### src/rtl/rtc_bus_pkg.sv
// Shared definitions for the RTC AD-bus sequencer: state encoding,
// default phase widths and a helper that turns a width into a timer load.
package rtc_bus_pkg;

   typedef enum logic [2:0] {
      S_IDLE = 3'd0,
      S_ADDR = 3'd1,
      S_GAP1 = 3'd2,
      S_DATA = 3'd3,
      S_GAP2 = 3'd4,
      S_DONE = 3'd5
   } state_t;

   localparam int T_PULSE_DEF = 10;
   localparam int T_GAP_DEF   = 10;

   // The timer counts load..0 inclusive, so a phase of n cycles loads n-1.
   function automatic logic [7:0] phase_load(input int cycles);
      return 8'(cycles - 1);
   endfunction

endpackage

### src/rtl/rtc_phase_timer.sv
// Loadable 8-bit down-counter; zero marks the last cycle of a phase.
module rtc_phase_timer (
   input  logic       clk,
   input  logic       reset,
   input  logic       load,
   input  logic [7:0] load_val,
   output logic       zero
);

   logic [7:0] count;

   // Load takes priority; otherwise count down and park at zero.
   always_ff @(posedge clk or negedge reset) begin
      if (!reset)
         count <= 8'd0;
      else if (load)
         count <= load_val;
      else if (count != 8'd0)
         count <= count - 8'd1;
   end

   assign zero = (count == 8'd0);

endmodule

### src/rtl/rtc_bus_seq.sv
// RTC multiplexed AD-bus sequencer: address strobe, gap, data strobe, gap,
// one-cycle done. Every output is a flop loaded from the decode of the next
// state, so nothing on the ports is combinational from the inputs.
// Optional feature: define RTC_BUS_COLLISION_EN to add the sticky err output
// that flags a start request arriving while busy.
module rtc_bus_seq
   import rtc_bus_pkg::*;
#(
   parameter int T_PULSE = T_PULSE_DEF,
   parameter int T_GAP   = T_GAP_DEF
) (
   input  logic       clk,
   input  logic       reset,
   input  logic       start,
   input  logic       rw,
   input  logic [7:0] addr,
   input  logic [7:0] wdata,
   input  logic [7:0] ad_in,
   output logic [7:0] ad_out,
   output logic       ad_oe,
   output logic       a_d,
   output logic       cs,
   output logic       rd,
   output logic       wr,
   output logic [7:0] rdata,
   output logic       busy,
   output logic       done
`ifdef RTC_BUS_COLLISION_EN
   ,
   output logic       err
`endif
);

   localparam logic [7:0] PULSE_LD = phase_load(T_PULSE);
   localparam logic [7:0] GAP_LD   = phase_load(T_GAP);

   state_t     state, state_nxt;
   logic       tmr_load;
   logic [7:0] tmr_val;
   logic       tmr_zero;

   logic       rw_q;
   logic [7:0] addr_q, wdata_q;

   logic       accept;
   logic       rw_eff;
   logic [7:0] addr_eff, wdata_eff;
   logic       capture;

   logic       cs_nxt, rd_nxt, wr_nxt, a_d_nxt, ad_oe_nxt;
   logic       busy_nxt, done_nxt;
   logic [7:0] ad_out_nxt;

   rtc_phase_timer u_timer (
      .clk      (clk),
      .reset    (reset),
      .load     (tmr_load),
      .load_val (tmr_val),
      .zero     (tmr_zero)
   );

   // A request is only honoured from IDLE; everywhere else it is dropped.
   assign accept = (state == S_IDLE) && start;

   // On the accepting edge the latches are not yet loaded, so the first
   // ADDR cycle takes its fields straight from the request inputs.
   assign rw_eff    = accept ? rw    : rw_q;
   assign addr_eff  = accept ? addr  : addr_q;
   assign wdata_eff = accept ? wdata : wdata_q;

   // Read data is sampled on the final DATA cycle, while rd is still low.
   assign capture = (state == S_DATA) && tmr_zero && rw_q;

   // State register.
   always_ff @(posedge clk or negedge reset) begin
      if (!reset)
         state <= S_IDLE;
      else
         state <= state_nxt;
   end

   // Next-state logic; each phase exit reloads the timer for the next one.
   always_comb begin
      state_nxt = state;
      tmr_load  = 1'b0;
      tmr_val   = 8'd0;
      unique case (state)
         S_IDLE: begin
            if (start) begin
               state_nxt = S_ADDR;
               tmr_load  = 1'b1;
               tmr_val   = PULSE_LD;
            end
         end
         S_ADDR: begin
            if (tmr_zero) begin
               state_nxt = S_GAP1;
               tmr_load  = 1'b1;
               tmr_val   = GAP_LD;
            end
         end
         S_GAP1: begin
            if (tmr_zero) begin
               state_nxt = S_DATA;
               tmr_load  = 1'b1;
               tmr_val   = PULSE_LD;
            end
         end
         S_DATA: begin
            if (tmr_zero) begin
               state_nxt = S_GAP2;
               tmr_load  = 1'b1;
               tmr_val   = GAP_LD;
            end
         end
         S_GAP2: begin
            if (tmr_zero)
               state_nxt = S_DONE;
         end
         S_DONE:  state_nxt = S_IDLE;
         default: state_nxt = S_IDLE;
      endcase
   end

   // Output decode of the state being entered; the result is registered.
   always_comb begin
      cs_nxt     = 1'b1;
      rd_nxt     = 1'b1;
      wr_nxt     = 1'b1;
      a_d_nxt    = 1'b1;
      ad_oe_nxt  = 1'b0;
      ad_out_nxt = ad_out;
      busy_nxt   = (state_nxt != S_IDLE);
      done_nxt   = (state_nxt == S_DONE);
      unique case (state_nxt)
         S_ADDR: begin
            cs_nxt     = 1'b0;
            wr_nxt     = 1'b0;
            a_d_nxt    = 1'b0;
            ad_oe_nxt  = 1'b1;
            ad_out_nxt = addr_eff;
         end
         S_GAP1: begin
            // Keep driving the address so the bus never floats mid-cycle.
            ad_oe_nxt  = 1'b1;
            ad_out_nxt = addr_eff;
         end
         S_DATA: begin
            cs_nxt = 1'b0;
            if (rw_eff) begin
               rd_nxt = 1'b0;
            end else begin
               wr_nxt     = 1'b0;
               ad_oe_nxt  = 1'b1;
               ad_out_nxt = wdata_eff;
            end
         end
         default: ;
      endcase
   end

   // Request field latches, loaded only when a request is accepted.
   always_ff @(posedge clk or negedge reset) begin
      if (!reset) begin
         rw_q    <= 1'b0;
         addr_q  <= 8'h00;
         wdata_q <= 8'h00;
      end else if (accept) begin
         rw_q    <= rw;
         addr_q  <= addr;
         wdata_q <= wdata;
      end
   end

   // Registered outputs; reset forces the bus idle and clears read data.
   always_ff @(posedge clk or negedge reset) begin
      if (!reset) begin
         cs     <= 1'b1;
         rd     <= 1'b1;
         wr     <= 1'b1;
         a_d    <= 1'b1;
         ad_oe  <= 1'b0;
         ad_out <= 8'h00;
         rdata  <= 8'h00;
         busy   <= 1'b0;
         done   <= 1'b0;
      end else begin
         cs     <= cs_nxt;
         rd     <= rd_nxt;
         wr     <= wr_nxt;
         a_d    <= a_d_nxt;
         ad_oe  <= ad_oe_nxt;
         ad_out <= ad_out_nxt;
         busy   <= busy_nxt;
         done   <= done_nxt;
         if (capture)
            rdata <= ad_in;
      end
   end

`ifdef RTC_BUS_COLLISION_EN
   // Sticky collision flag: any request seen while busy is reported.
   always_ff @(posedge clk or negedge reset) begin
      if (!reset)
         err <= 1'b0;
      else if (start && busy)
         err <= 1'b1;
   end
`endif

endmodule

### config.mk
export PLATFORM = sky130hd
export DESIGN_NAME = rtc_bus_seq
export DESIGN_NICKNAME = d
export VERILOG_FILES = /design/src/rtl/rtc_bus_pkg.sv /design/src/rtl/rtc_phase_timer.sv /design/src/rtl/rtc_bus_seq.sv
export SDC_FILE = /design/constraint.sdc
export NUM_CORES = 1
export LEC_CHECK = 0
export CAP_MARGIN = 20
export CORE_MARGIN = 2
export CORE_UTILIZATION = 40
export CTS_CLUSTER_DIAMETER = 80
export DETAILED_ROUTE_END_ITERATION = 10
export PLACE_DENSITY_LB_ADDON = 0.3
export SLEW_MARGIN = 20
export SYNTH_ARGS = -nofsm -noshare
export SYNTH_HDL_FRONTEND = slang
export SYNTH_SLANG_ARGS = --single-unit
### constraint.sdc
create_clock -name clk -period 5.68 [get_ports clk]
set_input_delay 1.136 -clock clk [delete_from_list [all_inputs] [get_ports clk]]
set_output_delay 1.136 -clock clk [all_outputs]
set_load 0.01 [all_outputs]
==> After elaboration in Yosys (flattened, before gate mapping) <==
Cells that the tools add are included.
{ "word_totals": {"register_bits": 51, "wordCells": 63, "input_bits": 28} }
{ "op_classes": {"muxes": 26, "addsub": 1, "eq_ne": 9, "n_reduce_logical": 13} }
{ "op_table": {"columns": ["cell", "count"], "rows": [
  ["two-way mux 8 bit", 5],
  ["case mux 8 bit (2 select lines)", 1],
  ["two-way mux 3 bit", 5],
  ["case mux 3 bit (5 select lines)", 1],
  ["equality test 3 x 2 -> 1 bit (second input constant)", 4],
  ["zero test 8 bit", 1],
  ["two-way mux 1 bit", 8],
  ["two-way mux 4 bit", 2],
  ["case mux 4 bit (2 select lines)", 1],
  ["nonzero test 8 bit", 1],
  ["subtractor 8 x 1 -> 8 bit (second input constant)", 1],
  ["equality test 3 x 1 -> 1 bit (second input constant)", 2],
  ["equality test 3 bit (second input constant)", 2],
  ["case mux 1 bit (2 select lines)", 3],
  ["nonzero test 2 bit", 2],
  ["OR reduction 2 bit", 2],
  ["logical AND 1 bit", 3],
  ["zero test 3 bit", 1],
  ["nonzero test 3 bit", 1],
  ["OR reduction 3 bit", 1],
  ["inequality test 2 bit (second input constant)", 1],
  ["AND reduction 2 bit", 1]
]} }

==> Longest topological paths before layout <==
{ "depth": {"ltp_word": 7, "depth_mapped": 8, "ltp_nobuf": 6} }

==> Hierarchy <==
A second synthesis with hierarchy kept.
{ "hier_totals": {"hier_cells": 205, "area_unflattened_um2": 2462.4} }
{ "modules_own_cells": {"columns": ["module", "area_each_um2", "instances", "cells_each", "seq_area_each_um2"], "rows": [
  ["rtc_bus_seq", 1985.7, 1, 151, 1081.0],
  ["rtc_phase_timer", 476.7, 1, 54, 200.2]
]} }

==> Least setup slack after synthesis <==
OpenSTA, ideal clock, no wires.
{ "synth_path": {"kind": "input -> register", "startpoint": "input port start", "endpoint": "register ad_out[0]", "setup_time_ns": 0.132, "arrival_ns": 2.237, "stages": 5, "slack_ns": 3.310, "cell_sequence": "nor4b_1 -> buf_2 -> mux2_2 -> nor3_1 -> o31ai_1"} }
{ "synth_between": {"word_cells_on_any_way": 15, "cone_classes": "eq/ne (4); mux (7); reduce/logical (4)"} }
{ "synth_rtl": {"columns": ["item", "line", "rtl"], "rows": [
  ["start, declared", "rtc_bus_seq.sv:14", "input logic start,"],
  ["logical AND 1 bit", "rtc_bus_seq.sv:63", "assign accept = (state == S_IDLE) && start;"],
  ["two-way mux 8 bit", null, null],
  ["named net addr_eff[0]", "rtc_bus_seq.sv:47", "logic [7:0] addr_eff, wdata_eff;"],
  ["case mux 8 bit (2 select lines)", "rtc_bus_seq.sv:135", "unique case (state_nxt)"],
  ["end signal, assigned", "rtc_bus_seq.sv:193", "ad_out <= ad_out_nxt;"],
  ["end, declared", "rtc_bus_seq.sv:19", "output logic [7:0] ad_out,"]
]} }
The timed path passes the listed nets, and every way through them passes these cells. The select of a mux whose other input is x is not followed.
A chain may end at the register's enable or synchronous reset.

==> Worst setup path after layout <==
{ "layout_path": {"startpoint": "input port start", "endpoint": "register ad_out[3]"} }
Same word-level chain as after synthesis.

==> results.md <==
* Crit path required time at 5.85 ns
* Die width at 80.7 um
* Fmax at 0.316 GHz
* Crit path time final at 3.16 ns
* Share of cells above drive strength 1 at 0.190
* Final worst slack at 2.52 ns
* Net count of the mapped netlist at 233
* Sequential share of power at 0.410
* Max-Cap Viols at 0
* Crit path max-delay family: buffers and inverters
* Nature of the critical path startpoint: input pin
* Hold Slack at 0.504 ns
* Status: finished clean
* Placed cell area at 2910 um2
* Post-synth top area cell: dfrtp_1
* Die area at 6520 um2
* Commonest cells in the netlist: dfrtp_1 (47), mux2_2 (24), o31ai_1 (16)
* First-pass GRT wire length at 8380 um
* H-tree depth at 2
* PostCTS Resize Cnt at 0
* Final period util at 0.556
* Final Cell Area at 3020 um2
* Vias in the first global route at 1729
* Peak VDD IR at 0.200 mV
* Clock skew at 0.0117 ns
* P_leak at 1.25 nW
* Num rows at 27
* Part of the power in the clock network at 0.156
* Main synth FF type: dfrtp_1
* Pwr dens at 522 nW/um2
* # port buffers at 50
* Nets at 281
* Ys async rst share at 1.00
* Slowest-stage cell, CP: clkdlybuf4s50_1
* Final max-slew violation count at 0
* Post-synth EDFFs at 0
* Total wire length at 5050 um
* Ant. Diodes at 0
* Core ar. at 5610 um2
* Non-filler cells, final at 324
* Syn_area_per_cell at 11.6 um2
* Mapped Cells at 203
* Overall Power at 1.57 mW
* FF+latch count, synth at 51
* Drt first pass iters at 4
* Final TNS setup at 0 ns
* Total setup buffers inserted after CTS at 0
* Hold crit path type: reg -> reg
* Clk Latency, worst-skew pair at 0.30 ns
* Max incr delay on CP at 0.60 ns
* TritonCTS buffer count at 5
* Total track usage at 0.165
* Vias at 1726
* Synthesized area at 2360 um2
* Synth top area cells: dfrtp_1 (50%), mux2_2 (11%), o31ai_1 (5.1%)
* CP cell instances: clkdlybuf4s50_1 -> nor4b_2 -> buf_4 -> mux2_2 -> nor3_1 -> o31ai_1
* Hold Violations, Final at 0
* Critical Path Fanout Max at 14
* Most frequent cell after synthesis: dfrtp_1
* Inst Count DP at 316
* First DRT Iteration DRCs at 96
* Worst Setup End Kind: flop
* Cts hold-fix bufs at 0
* Core Util, Final at 0.538
* Clock root buffer: clkbuf_8
* Die Y at 80.7 um
* Gate power share at 0.434
* CTS tree: yes
* Setup Crit Path Kind: in -> reg
* Hpwl dp at 3420 um
* Synth top area share at 0.499
* Clk sinks at 51
* Initial antenna violation count at 0
* Worst path bufs/invs at 2
* Switching Fraction at 0.355
* Clock transition at the registers of the reported paths at 0.08 ns
* WL per Instance at 15.6 um
* Drc violations at 0
* CTS Buffer Depth at 2
* Int Power at 1.02 mW
* Place WS at 2.21 ns
* Largest net degree at the start of global routing at 52
* Worst-Margin Slew at 0.819 ns
* Sequential area share after synthesis at 0.544
* Worst rel slew slack at 0.453
* Placer congestion estimate at 0.756
* Syn-to-layout area delta at 28.0%
* RSZ-0062 raised after global routing: no
* Synth unique cells at 42
* Yosys warnings at 0
* Antenna Nets Post-Route at 0
* Via-per-instance ratio at 5.33
* Total grt overflow at 0
* WP data arrival at 3.33 ns
* Initial Util at 0.420
* Top-level I/O count at 51
* Setup violations, final at 0
* NetSw at 559 uW
## cell usage in the layout, fill, tap and decap left out, types with 2 or more instances in the layout
cell,Yosys,final
a21oi_1,10,10
a31oi_1,2,2
buf_4,0,2
clkbuf_1,5,2
clkbuf_8,0,5
clkdlybuf4s50_1,0,49
dfrtp_1,47,47
dfstp_2,4,4
ha_1,2,2
inv_1,5,5
mux2_2,24,24
nand2_1,10,10
nand3_1,4,4
nor2_1,14,14
nor3_1,10,10
nor3b_1,2,2
o211ai_1,2,2
o21ai_0,8,8
o21ai_2,2,2
o31ai_1,16,16
or2_2,2,2
xnor2_1,2,2
xor2_1,6,6
## metal layers
layer / GRT usage / up-vias / routed length, um / share of wire
li1: - / 828 / - / -
met1: 0.223 / 845 / 2390 / 0.47
met2: 0.263 / 45 / 2310 / 0.46
met3: 0.0367 / 8 / 273 / 0.054
met4: 0.0644 / 0 / 68 / 0.013
met5: 0 / - / 0 / 0
## sequential cells by signal, indices dropped and copies added (netlist names), 3 cells and up
name	cells
ad_out	8
state	3
addr_q	8
rdata	8
wdata_q	8
u_timer.count	8
## logic make-up (layout without fill, tap and decap cells)
family | Yosys count | count (layout) | share of synthesized area
buffers and inverters | 16 | 65 | 0.0308
AOI/OAI and AO/OA | 47 | 47 | 0.138
DFF | 51 | 51 | 0.544
adders and majority gates | 2 | 2 | 0.0106
and+or+nand+nor | 55 | 55 | 0.133
xor gates and xnor gates | 8 | 8 | 0.0297
muxes | 24 | 24 | 0.115
## worst paths after layout
check / start / endpoint / slack, ns / cells after the start
min in group asynchronous: reset / ad_oe$_DFF_PN0_ / 0.93 / 2
max in group asynchronous: reset / u_timer.count[0]$_DFFE_PN0P_ / 4.30 / 2
max reg2reg: state[2]$_DFF_PN0_ / ad_out[3]$_DFFE_PN0P_ / 3.21 / 5
min reg2reg: addr_q[7]$_DFF_PN0_ / addr_q[7]$_DFF_PN0_ / 0.50 / 1
max: start / ad_out[3]$_DFFE_PN0P_ / 2.52 / 6
min: addr_q[7]$_DFF_PN0_ / addr_q[7]$_DFF_PN0_ / 0.50 / 1
## final cells by class
class | instances | area (um2)
fillers | 535 | 2590
flip-flops and latches | 51 | 1280
multi-input cells | 136 | 1010
repair buffers | 52 | 510
well taps | 72 | 90.1
clock buffers | 7 | 76.3
clock inverters | 1 | 30.0
inverters | 5 | 18.8
## power groups by stage
| stage | Clock, mW | Sequential, mW | Combinational, mW |
|---|---|---|---|
| 2_1_floorplan | 0 | 0.649 | 0.439 |
| 3_3_place_gp | 0 | 0.650 | 0.673 |
| 3_5_place_dp | 0 | 0.652 | 0.687 |
| 4_1_cts | 0.252 | 0.647 | 0.689 |
| 5_1_grt | 0.266 | 0.667 | 0.755 |
| 6_report | 0.246 | 0.645 | 0.683 |
(Power assumes the default switching activity.)
